===== src/rtl/decodificador_excesso_3.sv =====
// decodificador_excesso_3
//   Receive-side excess-3 decoder. It accepts one excess-3 digit per
//   in_valid/in_ready handshake and converts it to BCD 8421 (code - 3).
//   DIGITS decoded digits are packed into one BCD word, with the first
//   received digit in the most significant nibble. The word is then offered
//   on an out_valid/out_ready port. erro flags any non-excess-3 code that
//   arrived in that word.
//
// Ports
//   clk        system clock, rising edge
//   rst        synchronous, active-high reset
//   in_digit   excess-3 digit (WIDTH bits)
//   in_valid   in_digit is valid this cycle
//   in_ready   decoder can accept a digit (low while rst=1 and while a word waits)
//   bcd_out    packed BCD word (WIDTH*DIGITS bits); holds the last word until the next one completes
//   out_valid  bcd_out/erro hold a complete word
//   out_ready  consumer takes the word
//   erro       at least one invalid code in the current word; qualified by out_valid

module decodificador_excesso_3 #(
    parameter int DIGITS = 4,
    parameter int WIDTH  = 4
) (
    input  logic                      clk,
    input  logic                      rst,
    input  logic [WIDTH-1:0]          in_digit,
    input  logic                      in_valid,
    output logic                      in_ready,
    output logic [WIDTH*DIGITS-1:0]   bcd_out,
    output logic                      out_valid,
    input  logic                      out_ready,
    output logic                      erro
);

    localparam int WW = WIDTH * DIGITS;
    localparam int CW = $clog2(DIGITS + 1);

    typedef enum logic {
        COLETA,
        SAIDA
    } estado_t;

    estado_t           estado, prox_estado;
    logic [CW-1:0]     cont;
    logic [WW-1:0]     shift;
    logic              acc_erro;

    logic              aceita;
    logic              ultimo;
    logic [WIDTH-1:0]  dec_nibble;
    logic              dec_erro;
    logic [WW-1:0]     shift_nxt;

    // Bit WIDTH is the invalid-code flag. The low nibble is the BCD value,
    // forced to 0 for invalid codes. Valid codes are 3..12, so the
    // subtraction never borrows.
    function automatic logic [WIDTH:0] decodifica(input logic [WIDTH-1:0] c);
        logic [WIDTH:0] r;
        if (c >= WIDTH'(3) && c <= WIDTH'(12))
            r = {1'b0, c - WIDTH'(3)};
        else
            r = {1'b1, {WIDTH{1'b0}}};
        return r;
    endfunction

    always_comb begin
        {dec_erro, dec_nibble} = decodifica(in_digit);
    end

    assign in_ready  = (estado == COLETA) && !rst;
    assign out_valid = (estado == SAIDA);
    assign aceita    = in_valid && in_ready;
    assign ultimo    = aceita && (cont == CW'(DIGITS - 1));

    // The shift form is used instead of a slice so that DIGITS=1 needs no
    // special case. The oldest nibble drops off the top.
    assign shift_nxt = (shift << WIDTH) | WW'(dec_nibble);

    // Next-state logic
    always_comb begin
        prox_estado = estado;
        case (estado)
            COLETA:  if (ultimo)    prox_estado = SAIDA;
            SAIDA:   if (out_ready) prox_estado = COLETA;
            default: prox_estado = COLETA;
        endcase
    end

    // State, collection and output registers
    always_ff @(posedge clk) begin
        if (rst) begin
            estado   <= COLETA;
            cont     <= '0;
            shift    <= '0;
            acc_erro <= 1'b0;
            bcd_out  <= '0;
            erro     <= 1'b0;
        end else begin
            estado <= prox_estado;
            if (aceita) begin
                shift <= shift_nxt;
                if (ultimo) begin
                    bcd_out  <= shift_nxt;
                    erro     <= acc_erro | dec_erro;
                    cont     <= '0;
                    acc_erro <= 1'b0;
                end else begin
                    cont     <= cont + CW'(1);
                    acc_erro <= acc_erro | dec_erro;
                end
            end
            // erro drops together with out_valid. bcd_out is kept.
            if (out_valid && out_ready)
                erro <= 1'b0;
        end
    end

endmodule


===== config.mk =====
export PLATFORM = sky130hd
export DESIGN_NAME = decodificador_excesso_3
export DESIGN_NICKNAME = d
export VERILOG_FILES = /design/src/rtl/decodificador_excesso_3.sv
export SDC_FILE = /design/constraint.sdc
export NUM_CORES = 1
export LEC_CHECK = 0
export ABC_CLOCK_PERIOD_IN_PS = 1300
export CAP_MARGIN = 20
export CORE_MARGIN = 1
export CORE_UTILIZATION = 42
export DETAILED_ROUTE_END_ITERATION = 16
export PLACE_DENSITY = 0.68
export SKIP_CTS_REPAIR_TIMING = 1
export SYNTH_ARGS = -nofsm -noshare
export SYNTH_HDL_FRONTEND = slang
export SYNTH_SLANG_ARGS = --single-unit

===== constraint.sdc =====
create_clock -name clk -period 1.3 [get_ports clk]
set_clock_uncertainty 0.15 [all_clocks]
set_input_delay 0.26 -clock clk [delete_from_list [all_inputs] [get_ports clk]]
set_output_delay 0.26 -clock clk [all_outputs]
set_load 0.01 [all_outputs]

==> metrics.txt <==
top-area cell type share of the netlist area=a little under half; FMAX=about 700 MHz; nets=~220; top cells by area, synth=dfxtp_1 (48%), nand3b_1 (15%), nand2_1 (14%); actual slew at the worst max-slew pin=about 0.28 ns; Pre-Repair DR Iteration Count=4; Finished Cell Area=0.00206 mm2; Num CTS Buffers=5; Final ANT Viol Nets=0; FP Rows=20; failing checks=negative setup slack; Via density=~5; post-route setup slack=-0.133 ns; Hold Startpoint=in_digit[0]; DP HPWL=approximately 2100 um; WL per Instance=13.2 um; Syn. warnings=0; CTS tree=built; Post-route DRC=0; P per Cell Area=~1000 mW/mm2; vias in the first global route=between 1000 and 1500; Area Overhead vs Synth=44.6%; Fill cells=about 280; Tmin final=~1.4 ns; Relative slew margins=about four fifths; chip width=60.3 um; grt ovf=0; Placement Cell Area=approximately 0.0018 mm2; routed via count=about 1300; max cap viols=0; post-synthesis async set-or-reset flop share=0%; aggregate global-route resource usage=around a fifth; share of cells above drive strength 1=27.9%; Synth cell types=29; Die H=between 60 and 70 um; Syn Inst Count=between 150 and 200; R2R setup slack=-0.13 ns; clk_lat worst skew=around 0.34 ns; Hold Path Depth=4; antenna cell count=0; Mapped Area=0.00143 mm2; placer congestion estimate=0.684; Critical Path Sink=cont[2]; unrepaired setup endpoints after global routing=yes; FF-to-FF End=cont[2]; Synth Register Bits=34; final setup violation count=22; most frequent cells after synthesis=nand2_1 (52), dfxtp_1 (34), nand3b_1 (29), o21ai_1 (7); hold slack=around 0.28 ns; largest net degree at the start of global routing=35; post-place setup slack=-0.581 ns; EDFF count, synth=0; clk slew on worst S/H paths=0.11 ns; Avg Cell Area, Syn=around 9 um2; cell taking the most area after synthesis=dfxtp_1; worst r2r src=cont[0]; Worst EP required=1.42 ns; Pleak=~0.0011 uW; Tot Pwr=a little over 2000 uW; status=finished, violations left; CTS HTree Levels=2; crit path from=cont[0]; Synth Flop Type=dfxtp_1; Worst setup SP type=flip-flop; count leader, synth=nand2_1; Hold Vio Cnt, Final=0; number of DRC markers in iteration 0=33; deepest clock path buffer count=2; final core occ=between 60% and 70%; initial core utilization=~46%; category of the most critical setup path=flip-flop to flip-flop; worst reg-to-reg path cell count=5; Root Driver=clkbuf_4; Buffers on Ports=26; CP Capture Type=flip-flop; Hold WC Path Type=input port to flip-flop; syn nets=between 150 and 200; Clock Sinks=34; crit share post-route=110%; die area=roughly 0.0036 mm2; initial antenna violation count=0; Seq/Total Area, Yosys=47.7%; core area=~0.0031 mm2; I/O pin count=27; crit path max fanout=2; first-pass GRT wire length=5240 um; Routed WL=roughly 3300 um; critical path arrival=between 1.5 and 2 ns; Final Slew Violations=0; VDD IR max=roughly 0.0012 V
through the flow:
| step | setup TNS (ns) | std cells |
|---|---|---|
| floorplan | -0.886 | 163 |
| detailed placement | -16.66 | 239 |
| global placement | -15.29 | 239 |
| CTS | -14.00 | 247 |
| global route | -3.28 | 252 |
| finish | -1.82 | 252 |
metal layers:
metal | vias up | track usage [%] | part of all wire [%]
met5 | - | 0 | 0
met1 | 600 | 21.4 | 45
met3 | 7 | 6.49 | 4.1
met4 | 0 | 5.98 | 1.9
li1 | 631 | - | -
met2 | 25 | 35.5 | 49
worst max-delay path: stages, from the launching register on:
cell and delay, ns:
dfxtp_2 0.35, ha_4 0.16, ha_4 0.16, buf_6 0.12, or3_4 0.35, o31ai_1 0.06
cell usage in the layout (no fill, tap or decap), types with 2 or more instances in the layout:
cell and instances:
dfxtp_1 30, o21ai_2 2, dfxtp_2 3, clkdlybuf4s50_1 2
a21oi_1 3, clkbuf_4 5, buf_6 4, o21ai_1 5
buf_4 11, nand2_4 2, nand2b_1 2, nor3_4 2
buf_12 3, dlymetal6s2s_1 14, nor3_2 3, inv_1 3
clkinv_2 2, nor2_1 2, ha_4 2, nand2_1 51
nand3b_1 29, clkbuf_2 9
cell families after synthesis:
kind of cell    share of synthesized area (%)
compound gates                           5.79
xor+xnor                                0.614
flops                                    47.7
buf+inv                                  4.65
simple gates                             37.7
fa+ha+maj                                3.51
state kept, by name, summed over array words and instances, names as in the netlist:
| name | flops |
|---|---|
| shift | 12 |
| cont | 3 |
| out_valid | 1 |
| acc_erro | 1 |
| bcd_out | 16 |
| erro | 1 |
worst min-delay path by stage:
stage          slack, ns     endpoint
6_report            0.28   bcd_out[3]
5_1_grt             0.28   bcd_out[3]
4_1_cts             0.31  bcd_out[12]
3_5_place_dp        0.28  bcd_out[12]
3_3_place_gp        0.29  bcd_out[15]
2_1_floorplan       0.21    out_valid
report_power, final:
part	internal (uW)	total, uW	leakage (uW)	switching, uW
combinational	116	220	0.000793	104
clock	398	761	0.0000450	363
sequential	1060	1090	0.000277	20.4
final cells by class:
cell class                 count  area [um2]  share of cell area [%]
multi-input combinational    118         763                    37.0
inverter                       3        11.3                   0.546
timing repair buffer          45         468                    22.7
sequential                    34         688                    33.4
clock buffer                   5        37.5                    1.82
tap                           44        55.1                    2.67
clock inverter                 3        40.0                    1.94
No activity file was read; power rests on OpenSTA's default activity.
